<file path="config.mk">
export PLATFORM = sky130hd
export DESIGN_NAME = a_feed_ctrl_flat
export DESIGN_NICKNAME = d
export VERILOG_FILES = /design/src/rtl/a_feed_if.sv /design/src/rtl/a_feed_ctrl.sv /design/src/flat_wrapper.sv
export SDC_FILE = /design/constraint.sdc
export NUM_CORES = 1
export LEC_CHECK = 0
export CORE_AREA = 2 2 409 411
export CTS_CLUSTER_SIZE = 24
export DETAILED_ROUTE_END_ITERATION = 6
export DIE_AREA = 0 0 411 413
export SETUP_SLACK_MARGIN = 0.4
export SLEW_MARGIN = 20
export SYNTH_ARGS = -nofsm -noshare
export SYNTH_HDL_FRONTEND = slang
export SYNTH_SLANG_ARGS = --single-unit
</file>
<file path="constraint.sdc">
create_clock -name clk -period 2.2 [get_ports clk]
set_clock_uncertainty 0.05 [all_clocks]
set_input_delay 0.44 -clock clk [delete_from_list [all_inputs] [get_ports clk]]
set_output_delay 0.44 -clock clk [all_outputs]
set_load 0.005 [all_outputs]
</file>
<file path="src/rtl/a_feed_if.sv">
// Row-feed bus between the tile source, the A-feed controller and the A-FIFO bank.
// The master modport is the row producer and FIFO observer; the slave modport is the controller.
interface a_feed_if #(
  parameter int DIM  = 8,
  parameter int BITS = 64
);
  logic                     in_valid;
  logic                     in_ready;
  logic [DIM-1:0][BITS-1:0] in_data;
  logic [DIM-1:0]           wr_en;
  logic [DIM-1:0][BITS-1:0] wr_data;
  logic                     fifo_en;

  modport master (
    output in_valid, in_data,
    input  in_ready, wr_en, wr_data, fifo_en
  );

  modport slave (
    input  in_valid, in_data,
    output in_ready, wr_en, wr_data, fifo_en
  );
endinterface

</file>
<file path="src/rtl/a_feed_ctrl.sv">
// Loads one DIM-row tile into the A-FIFO bank, one row per accepted handshake,
// then streams the FIFOs for DEPTH+DIM-1 cycles and pulses done.
//   state  | meaning
//   IDLE   | waiting for start
//   LOAD   | accepting rows, in_ready high
//   FLUSH  | last row's write strobe in flight
//   STREAM | fifo_en high, stream_cnt counting down
//   DONE   | one-cycle done pulse
module a_feed_ctrl #(
  parameter int DIM   = 8,
  parameter int BITS  = 64,
  parameter int DEPTH = 8
) (
  input  logic     clk,
  input  logic     rst_n,
  input  logic     start,
  output logic     busy,
  output logic     done,
  a_feed_if.slave  bus
);
  localparam int RW = (DIM > 1) ? $clog2(DIM) : 1;
  localparam int SW = $clog2(DEPTH + DIM);
  localparam logic [RW-1:0] LAST_ROW    = RW'(DIM - 1);
  localparam logic [SW-1:0] STREAM_LAST = SW'(DEPTH + DIM - 2);

  typedef enum logic [2:0] {IDLE, LOAD, FLUSH, STREAM, DONE} state_t;

  state_t        state, state_nxt;
  logic [RW-1:0] row_cnt;
  logic [SW-1:0] stream_cnt;
  logic          accept;

  assign accept = bus.in_valid && bus.in_ready;

  always_ff @(posedge clk or negedge rst_n) begin
    if (!rst_n) state <= IDLE;
    else        state <= state_nxt;
  end

  // Outputs are pure state decode so nothing combinational leaks from in_valid or start.
  always_comb begin
    state_nxt    = state;
    bus.in_ready = 1'b0;
    bus.fifo_en  = 1'b0;
    done         = 1'b0;
    busy         = 1'b1;
    case (state)
      IDLE: begin
        busy = 1'b0;
        if (start) state_nxt = LOAD;
      end
      LOAD: begin
        bus.in_ready = 1'b1;
        if (accept && row_cnt == LAST_ROW) state_nxt = FLUSH;
      end
      FLUSH: state_nxt = STREAM;
      STREAM: begin
        bus.fifo_en = 1'b1;
        if (stream_cnt == '0) state_nxt = DONE;
      end
      DONE: begin
        done      = 1'b1;
        state_nxt = IDLE;
      end
      default: state_nxt = IDLE;
    endcase
  end

  always_ff @(posedge clk or negedge rst_n) begin
    if (!rst_n) begin
      row_cnt     <= '0;
      stream_cnt  <= '0;
      bus.wr_en   <= '0;
      bus.wr_data <= '0;
    end else begin
      bus.wr_en <= '0;
      if (state == IDLE && start) row_cnt <= '0;
      if (accept) begin
        bus.wr_en   <= DIM'(1) << row_cnt;
        bus.wr_data <= bus.in_data;
        // Saturate on the last row so the counter never wraps inside a tile.
        if (row_cnt != LAST_ROW) row_cnt <= row_cnt + RW'(1);
      end
      if (state == FLUSH)
        stream_cnt <= STREAM_LAST;
      else if (state == STREAM && stream_cnt != '0)
        stream_cnt <= stream_cnt - SW'(1);
    end
  end
endmodule

</file>
<file path="src/flat_wrapper.sv">
// flat-port wrapper written by rule: the top's interface ports become plain ports
module a_feed_ctrl_flat 
#(
  parameter int DIM   = 8,
  parameter int BITS  = 64,
  parameter int DEPTH = 8
)
  (clk, rst_n, start, busy, done, bus_in_valid, bus_in_data, bus_in_ready, bus_wr_en, bus_wr_data, bus_fifo_en);
  a_feed_if #(.DIM(DIM), .BITS(BITS)) bus_i ();
  input  logic clk;
  input  logic rst_n;
  input  logic start;
  output logic busy;
  output logic done;
  input wire logic [$bits(bus_i.in_valid)-1:0] bus_in_valid;
  input wire logic [$bits(bus_i.in_data)-1:0] bus_in_data;
  output wire logic [$bits(bus_i.in_ready)-1:0] bus_in_ready;
  output wire logic [$bits(bus_i.wr_en)-1:0] bus_wr_en;
  output wire logic [$bits(bus_i.wr_data)-1:0] bus_wr_data;
  output wire logic [$bits(bus_i.fifo_en)-1:0] bus_fifo_en;
  assign bus_i.in_valid = bus_in_valid;
  assign bus_i.in_data = bus_in_data;
  assign bus_in_ready = bus_i.in_ready;
  assign bus_wr_en = bus_i.wr_en;
  assign bus_wr_data = bus_i.wr_data;
  assign bus_fifo_en = bus_i.fifo_en;
  a_feed_ctrl #(.DIM(DIM), .BITS(BITS), .DEPTH(DEPTH)) u_core (.clk(clk), .rst_n(rst_n), .start(start), .busy(busy), .done(done), .bus(bus_i));
endmodule
</file>
# Word level (Yosys, flattened, before mapping)
# Cells that the tools add are included.
# word_totals
in_bits,516
register_bits,530
# op_classes
n_eq_ne,9
add_sub_neg,2
muxes,14
n_shift,1
reduce_logical,9
# ops
cell,n
two-way mux 3 bit,6
case mux 3 bit (4 select lines),1
two-way mux 4 bit,2
two-way mux 8 bit,1
<< shifter 1 x 3 -> 8 bit (first input constant),1
== test 3 x 2 -> 1 bit (second input constant),2
== test 3 bit (second input constant),2
logical AND 1 bit,4
zero test 4 bit,1
two-way mux 1 bit,4
!= test 2 x 1 -> 1 bit (second input constant),2
nonzero test 4 bit,1
subtractor 4 x 1 -> 4 bit (second input constant),1
adder 3 x 1 -> 3 bit (second input constant),1
== test 3 x 1 -> 1 bit (second input constant),1
zero test 3 bit,1
!= test 3 bit (second input constant),1
AND reduction 3 bit,1
!= test 2 bit (second input constant),1
nonzero test 2 bit,1

# Logic depth before layout (Yosys ltp)
# logic_depth
ltp_word,6
ltp_mapped,7
depth_no_buf,5

# Worst setup path after synthesis
# No wires, ideal clock.
# synth_timing
path_type,reg-to-reg
from,register u_core.stream_cnt[0]
to,register u_core.state[1]
stages_incl_launch_ff,6
setup_slack_ns,0.565
required_ns,2.023
arrival_ns,1.457
setup_time_ns,0.127
synth_period_minus_slack_ns,1.635
path_cell_list,dfrtp_1 inv_1 ha_1 or3b_1 and2_1 or2_2
# synth_between
elab_chain_len,3
# synth_rtl
element,line_no,rtl
"start, declared",a_feed_ctrl.sv:30,logic [SW-1:0] stream_cnt;
"start signal, assigned",a_feed_ctrl.sv:87,stream_cnt <= stream_cnt - SW'(1);
zero test 4 bit,a_feed_ctrl.sv:59,if (stream_cnt == '0) state_nxt = DONE;
!= test 2 x 1 -> 1 bit (no line),n/a,
AND reduction 3 bit (no line),n/a,
"end signal, assigned",a_feed_ctrl.sv:37,else state <= state_nxt;
"end, declared",a_feed_ctrl.sv:28,"state_t state, state_nxt;"
# No other way between the ends.
# A chain may end at the register's enable or synchronous reset.

# Final worst setup path
# layout_timing
from,register u_core.state[1]
to,output bus_in_ready
# layout_between
elab_chain_len,2
# layout_rtl
element,line_no,rtl
== test 3 x 1 -> 1 bit,a_feed_ctrl.sv:47,case (state)
two-way mux 1 bit,a_feed_ctrl.sv:47,
"end, declared",flat_wrapper.sv:17,output wire logic [$bits(bus_i.in_ready)-1:0] bus_in_ready;
# No other way between the ends.

==> results.md <==
* GRT Residual Overflow at 0
* Register area share after synthesis at 65.7%
* Rows at 150
* Clock slew at reported path FFs at 0.06 ns
* Worst skew pair latency at 0.67 ns
* Unrepaired setup endpoints after global routing: true
* Chip Width at 411 µm
* Worst-margin pin slew at 0.491 ns
* Area Overhead vs Synth at 90.5%
* Port Buffers at 1,039
* Post-layout util at 23.2%
* Largest net degree at the start of global routing at 98
* Setup Crit Path Kind: reg2out
* Most used cell, CP: buf_6
* Sequential cell area at 13,300 µm²
* Top delay family on crit path: buffers and inverters
* Die area at 170,000 µm²
* Finished Layout Cells at 5,701
* # DRC at 0
* Fin. Hold Viols at 0
* Synth warn at 0
* Proportion of layout cells with a drive suffix above 1 at 19.7%
* Post-layout nets at 3,969
* DR WL/cell at 21.1 µm
* Crit-path slowest cell: dfrtp_1
* Synth area leader: dfrtp_1
* Worst reg2reg endpoint: u_core.bus.wr_data[427]
* Max VDD drop at 0.643 mV
* First-pass GRT wire length at 154,000 µm
* Critical Path Fanout Max at 5
* Root buffer cell: clkbuf_16
* Largest cells by area after synthesis: dfrtp_1 (66%), nand2_1 (29%), buf_4 (1.9%)
* CP bufs+invs at 3
* Syn Area/Cell at 9.00 µm²
* Die H at 413 µm
* # clock sinks at 530
* Pwr dens at 1440 nW/µm²
* Max Freq at 0.459 GHz
* CTS tree: yes
* All-Layer GR Usage at 12.9%
* CTS H-tree depth at 3
* Most frequent cells in the layout: nand2_1 (1,464), clkdlybuf4s50_1 (514), dfrtp_1 (509), dlymetal6s2s_1 (267), buf_2 (135)
* Vias in the first global route at 19,200
* Final ANT Viol Nets at 0
* Tmin final at 2.18 ns
* Gp weighted congestion at 0.898
* Cts bufs inserted at 69
* TNS Setup at 0 ns
* Netlist cell types at 33
* Min-delay worst type: in2async
* Maximum clock insertion buffer count at 3
* Crit start category: flip-flop
* Crit path largest cell delay at 0.43 ns
* Reg2Reg Depth at 8
* Critical path data arrival time at 1.69 ns
* Routed vias/inst at 3.46
* Top cell type's share of synthesized area at 65.7%
* Final Max Tran Viols at 0
* Top_reg_cell synth: dfrtp_1
* FF-to-FF setup slack at 0.31 ns
* Reg-to-reg critical path startpoint: u_core.state[1]
* Static leakage at 21.5 nW
* Status: finished clean
* First-pass DRT Iterations at 5
* Post-Syn Instances at 2,244
* IO Pins at 1,040
* Multi-input combinational cell area at 6560 µm²
* Iter 0 DRT Violations at 1,143
* Post-synth EDFFs at 0
* Final worst path period share at 99.1%
* Max cap viols at 0
* Initial cell density of the core at 12.2%
* Synthesized flop and latch total at 530
* Routed WL at 121,000 µm
* Placed insts at 5,464
* Hpwl dp at 91,900 µm
* Post-Syn Nets at 2,767
* Critical-path cell list: buf_6 -> nor3b_2 -> buf_4 -> buf_6
* FILL cells at 17,900
* Total vias in the final route at 19,700
* Post-synth ARST share at 100%
* Slew HR at 67.3%
* Core area at 166,000 µm²
* Endpoints failing setup at 0
* Initial antenna violation count at 15
* WP data required at 1.71 ns
* Post-Syn Area at 20,200 µm²
* Pwr Total at 55.3 mW
* Crit. End Element: primary output
* Commonest non-fill, non-tap cell in the layout: nand2_1
## state kept, by name (all words and copies together), names as in the netlist
| register | count |
|---|---|
| u_core.bus.wr_data | 512 |
| u_core.bus.wr_en | 8 |
| u_core.row_cnt | 3 |
| u_core.state | 3 |
| u_core.stream_cnt | 4 |
## where the power goes
part           total [mW]  switching, mW  leakage, nW  internal (mW)
combinational        25.7           12.8         13.8           12.8
sequential           17.7           3.24         6.50           14.5
clock                11.9           5.04         1.15           6.88
total                55.3           21.1         21.5           34.2
## timing repair
action,4_1_cts,5_1_grt
endpoints found under the hold margin,158,0
cloned,0,32
setup endpoints to repair,530,768
pin swaps,4,29
gates resized for setup,1332,433
hold buffers,1,0
setup buffers,43,39
## worst reg2reg max path, delay by kind of cell (launching register included)
kind,cells,cell delay [ns]
buffers and inverters,5,0.80
AND/OR/NAND/NOR,3,0.51
flip-flops,1,0.43
## Yosys cell counts (all sizes together) (2+ instances only)
library cell,instances
nand2b,3
ha,7
nand3b,3
and3,6
inv,9
dfrtp,530
o22ai,2
nand2,1538
o21ai,2
a21oi,2
buf,114
and2,3
clkbuf,4
or3b,2
nor3b,2
nand3,3
## stage by stage
step,hold WS [ns],setup slack (ns),area (µm²)
2_1_floorplan,0.0944,0.565,20200
4_1_cts,0.139,-0.0513,36100
3_3_place_gp,0.338,0.0352,33900
6_report,0.237,0.0193,38500
3_5_place_dp,0.321,0.00285,33900
5_1_grt,0.175,-0.0849,38500
## final cells by class
class                   instances  share of cell area [%]
diodes                          3                  0.0195
clock buffers                  86                    4.89
clock inverters                33                    1.18
inverters                       9                  0.0878
multi-input cells            1587                    17.0
flip-flops and latches        530                    34.5
well taps                    2204                    7.17
repair buffers               1249                    35.1
## worst max-delay path by stage
stage                         startpoint                      end  slack, ns  cells past startpoint
floorplan           u_core.stream_cnt[0]          u_core.state[1]       0.57                      5
finish                   u_core.state[1]             bus_in_ready       0.02                      4
CTS                      u_core.state[1]             bus_in_ready      -0.05                      4
global route             u_core.state[1]                     done      -0.08                      4
global placement            bus_in_valid  u_core.bus.wr_data[379]       0.04                      6
detailed placement     u_core.row_cnt[0]        u_core.row_cnt[2]      0.003                      6
## logic make-up after synthesis
| logic type | synth area share [%] |
|---|---|
| and+or+nand+nor | 29.6 |
| DFF | 65.7 |
| buffers and inverters | 3.85 |
| adders and majority gates | 0.434 |
| AOI/OAI and AO/OA | 0.316 |
| muxes | 0.105 |
## per-layer routing
layer,up-vias,wire [µm],GRT usage (%)
li1,9180,-,-
met1,9640,51000,16.2
met2,726,58700,21.3
met3,153,8190,3.84
met4,24,2540,3.30
met5,-,148,0
No activity file was read; power rests on OpenSTA's default activity.
==> variant 1: new RTL, same flow settings <==
Make the reset (`rst_n`) synchronous in 2 clocked blocks.
--- a/src/rtl/a_feed_ctrl.sv
+++ b/src/rtl/a_feed_ctrl.sv
@@ -32,7 +32,7 @@
 
   assign accept = bus.in_valid && bus.in_ready;
 
-  always_ff @(posedge clk or negedge rst_n) begin
+  always_ff @(posedge clk) begin
     if (!rst_n) state <= IDLE;
     else        state <= state_nxt;
   end
@@ -66,7 +66,7 @@
     endcase
   end
 
-  always_ff @(posedge clk or negedge rst_n) begin
+  always_ff @(posedge clk) begin
     if (!rst_n) begin
       row_cnt     <= '0;
       stream_cnt  <= '0;
Behaviour: differs if rst_n is asserted again (counterexample within 4 cycles, from zero or initial values and one cycle with rst_n low); with rst_n held inactive, the same outputs for 4 cycles.
==> variant 1 against the original RTL <==
- cell count increased by 1.5%
- design area increased by 11%
- first-iteration DRC count increased by 13%
- synthesized area decreased by 5.4%
- critical path type unchanged
- highest routed layer unchanged
- sequential cell count unchanged
- setup slack improved by 0.10 ns
- wire length increased by 29%
- maximum frequency increased by 4.9%
Power is not compared: it rests on default switching activity, and its combinational part moved more than twofold at a synthesized area within 25%.
==> variant 1: results (changes against the original RTL) <==
- Overall routed net length: 155700 um (+29%)
- Mapped Cells: 2309 (+2.9%)
- Seq/Total Area, Yosys: 55.54% (-10 points)
- CP max FO: 5 (unchanged)
- Final #Nets: 4036 (+1.7%)
- Total number of vias: 22345 (+13%)
- Setup Fix Bufs, Post-CTS: 10 (-77%)
- Vias in the first global route: 19245 (+0.0052%)
- Post_cts resized: 1000 (-25%)
- Outcome: finished, final reports clean
- Placed cell count: 5486 (+0.40%)
- Mapped Nets: 2832 (+2.3%)
- Worst hold path class: in2reg
- Post-synth top flop: dfxtp_1
- GR Util met1: 17.11% (+0.86 points)
- Yosys cell types: 39 (+18%)
- Port Buffers: 1039 (unchanged)
- Worst skew pair latency: 0.69 ns (+0.02 ns)
- # fillers: 17526 (-2.2%)
- Reg-to-reg endpoint: u_core.bus.wr_data[353]
- Grt met2 use: 24.41% (+3.1 points)
- Iter 0 DRT Violations: 1296 (+13%)
- Placer Congestion: 0.8769 (-2.4%)
- Antenna violations before repair: 113 (+98)
- Met2 wire length: 72500 um (+23%)
- WP data arrival: 1.59 ns (-0.10 ns)
- Post-synth EDFFs: 0 (unchanged)
- Post-synth ARST share: 0% (-100 points)
- Top Registers: u_core.bus.wr_data x512, u_core.bus.wr_en x8, u_core.stream_cnt x4
- Commonest cells post-synth: nand2_1 (1020), dfxtp_1 (530), a21oi_1 (413)
- Met3 usage: 6.847% (+3.0 points)
- Worst-path cell with the longest stage delay: or3_4
- Worst Hold Slack: 0.2442 ns (+0.007394 ns)
- Pre-CTS setup slack: -0.1197 ns (-0.1225 ns)
- Count of non-filler cells in the finished layout: 5789 (+1.5%)
- Root Driver: clkbuf_16
- First-pass GRT wire length: 173900 um (+13%)
- Worst slew margin: 64.93% (-2.3 points)
- DP Area: 0.03234 mm^2 (-4.5%)
- Reg2Reg Depth: 10 (+2)
- Layout cells sized above 1: 42.43% (+23 points)
- M1 wire length: 59640 um (+17%)
- Flop2flop setup slack: 0.14 ns (-0.17 ns)
- Top cells by area, synth: dfxtp_1 (56%), nand2_1 (20%), a21oi_1 (11%), a21oi_2 (4.6%), buf_6 (2.4%)
- Post-detail-place hpwl: 113200 um (+23%)
- Overall routing resource usage: 15.14% (+2.3 points)
- Reg2reg start: u_core.state[1]
-- variant 1: cell count changes after synthesis, sizes merged, moves of 4 or more --
cell | before | now
and3 | 6 | 2
dfrtp | 530 | 0
buf | 114 | 88
dfxtp | 0 | 530
inv | 9 | 5
and2 | 3 | 9
nor2 | 1 | 5
nand2 | 1538 | 1030
a21oi | 2 | 513
clkbuf | 4 | 90
-- variant 1: worst max-delay path, delay by kind of cell (launching register included) --
kind / cells / cell delay [ns]
buffers and inverters: 1 / 0.14
DFF: 1 / 0.36
and+or+nand+nor: 1 / 0.42
-- variant 1: worst max-delay path by stage --
stage	start	end	slack, ns	depth (start not counted)
floorplan	u_core.stream_cnt[0]	u_core.stream_cnt[1]	0.56	6
global placement	bus_in_valid	u_core.bus.wr_data[460]	-0.11	7
detailed placement	bus_in_valid	u_core.bus.wr_data[508]	-0.12	7
CTS	u_core.bus.wr_data[245]	bus_wr_data[245]	0.03	1
global route	u_core.state[0]	busy	0.07	2
finish	u_core.state[0]	busy	0.12	2
-- variant 1: kinds of logic after synthesis --
group / after synthesis / synth area share, %
flip-flops: 530 / 55.54
buffers and inverters: 183 / 6.484
adder cells (fa/ha/maj): 7 / 0.4585
AND/OR/NAND/NOR: 1062 / 21.48
AO/OA/AOI/OAI: 527 / 16.03
-- variant 1: area by class of cell --
| cell class | instances | area (um^2) | area share, % |
|---|---|---|---|
| Clock buffer | 96 | 1969 | 4.628 |
| Multi-Input combinational cell | 1596 | 11480 | 26.97 |
| Sequential cell | 530 | 10680 | 25.10 |
| Tap cell | 2204 | 2758 | 6.480 |
| Clock inverter | 30 | 360.3 | 0.8467 |
| Inverter | 5 | 26.28 | 0.06174 |
| Antenna cell | 17 | 42.54 | 0.09996 |
| Timing Repair Buffer | 1311 | 15240 | 35.81 |
==> variant 2: new RTL, config.mk and constraints unchanged <==
Without the edit above. `BITS` is set to 64 in 3 places; all go to 32.
--- a/src/rtl/a_feed_if.sv
+++ b/src/rtl/a_feed_if.sv
@@ -2,7 +2,7 @@
 // The master modport is the row producer and FIFO observer; the slave modport is the controller.
 interface a_feed_if #(
   parameter int DIM  = 8,
-  parameter int BITS = 64
+  parameter int BITS = 32
 );
   logic                     in_valid;
   logic                     in_ready;
--- a/src/rtl/a_feed_ctrl.sv
+++ b/src/rtl/a_feed_ctrl.sv
@@ -8,7 +8,7 @@
 //   DONE   | one-cycle done pulse
 module a_feed_ctrl #(
   parameter int DIM   = 8,
-  parameter int BITS  = 64,
+  parameter int BITS  = 32,
   parameter int DEPTH = 8
 ) (
   input  logic     clk,
--- a/src/flat_wrapper.sv
+++ b/src/flat_wrapper.sv
@@ -2,7 +2,7 @@
 module a_feed_ctrl_flat 
 #(
   parameter int DIM   = 8,
-  parameter int BITS  = 64,
+  parameter int BITS  = 32,
   parameter int DEPTH = 8
 )
   (clk, rst_n, start, busy, done, bus_in_valid, bus_in_data, bus_in_ready, bus_wr_en, bus_wr_data, bus_fifo_en);
Ports: changed (resized bus_in_data and bus_wr_data); port bits go from 1040 to 528. No check against the original RTL was run, so the function may have changed too.
==> variant 2 against the original RTL <==
- power decreased by 55%
- design area decreased by 48%
- cell count decreased by 30%
- setup slack improved by 0.17 ns
- synthesized area decreased by 48%
- wire length decreased by 63%
- sequential cell count decreased by 256
==> variant 2: results (changes against the original RTL) <==
- Clock Buffer Count: 49 (-43%)
- Crit path to: busy
- Port Buffers: 527 (-49%)
- Worst-path cell with the longest stage delay: dfrtp_2
- Placer Congestion: 0.7929 (-12%)
- Multi-input gate share of total cell area: 16.74% (-0.30 points)
- Overall routing resource usage: 4.873% (-8.0 points)
- Worst slew margin: 65.05% (-2.2 points)
- Top cells by area, synth: dfrtp_1 (65%), nand2_1 (27%), buf_2 (1.9%), buf_4 (1.4%), ha_1 (0.83%)
- Static Leak: 9.309 nW (-57%)
- Setup Fix Bufs, Post-CTS: 17 (-60%)
- Outcome: finished, final reports clean
- Flop2flop setup slack: 0.42 ns (+0.11 ns)
- Post_cts resized: 432 (-68%)
- CTS buffer count: 36 (-48%)
- Mapped Nets: 1430 (-48%)
- Seq/total area: 34.47% (-0.069 points)
- Iter 0 DRT Violations: 474 (-59%)
- Signal buf overhead: 29.13% (-5.9 points)
- # fillers: 19075 (+6.5%)
- CP max FO: 4 (-1)
- Largest net degree at the start of global routing: 73 (-26%)
- Seq/Total Area, Yosys: 65.21% (-0.47 points)
- Top cell family by delay on the critical path: flip-flops
- WP data arrival: 1.52 ns (-0.17 ns)
- DP Area: 0.01869 mm^2 (-45%)
- Reg2reg start: u_core.state[2]
- H-tree Lvls: 2 (-1)
- Top Registers: u_core.bus.wr_data x256, u_core.bus.wr_en x8, u_core.stream_cnt x4
## variant 2: through the flow
stage	worst slack [ns]	std cells
after global routing	0.1189	3968
after detailed placement	0.09128	3876
after CTS	0.1493	3952
after global placement	0.1265	3876
after floorplan	0.5836	1163
final	0.1911	3968
## variant 2: report_power, final
part	internal (mW)	switching, mW	total, mW
Sequential	7.46	1.45	8.91
Combinational	4.99	5.07	10.1
Clock	3.29	2.47	5.76
## variant 2: cells by family (layout without fill, tap and decap cells)
kind of cell | after synthesis | in the layout | synth area share (%)
AOI/OAI and AO/OA | 10 | 10 | 0.6069
and+or+nand+nor | 800 | 800 | 29.47
DFF | 274 | 274 | 65.21
muxes | 2 | 2 | 0.2023
buffers and inverters | 70 | 671 | 3.677
adders and majority gates | 7 | 7 | 0.8329
## variant 2: per-layer routing
| layer | share of wire [%] | GRT usage, % |
|---|---|---|
| met1 | 38 | 5.149 |
| met2 | 45 | 7.849 |
| met3 | 12 | 2.501 |
| met4 | 4.6 | 2.671 |
| met5 | 0.041 | 0 |
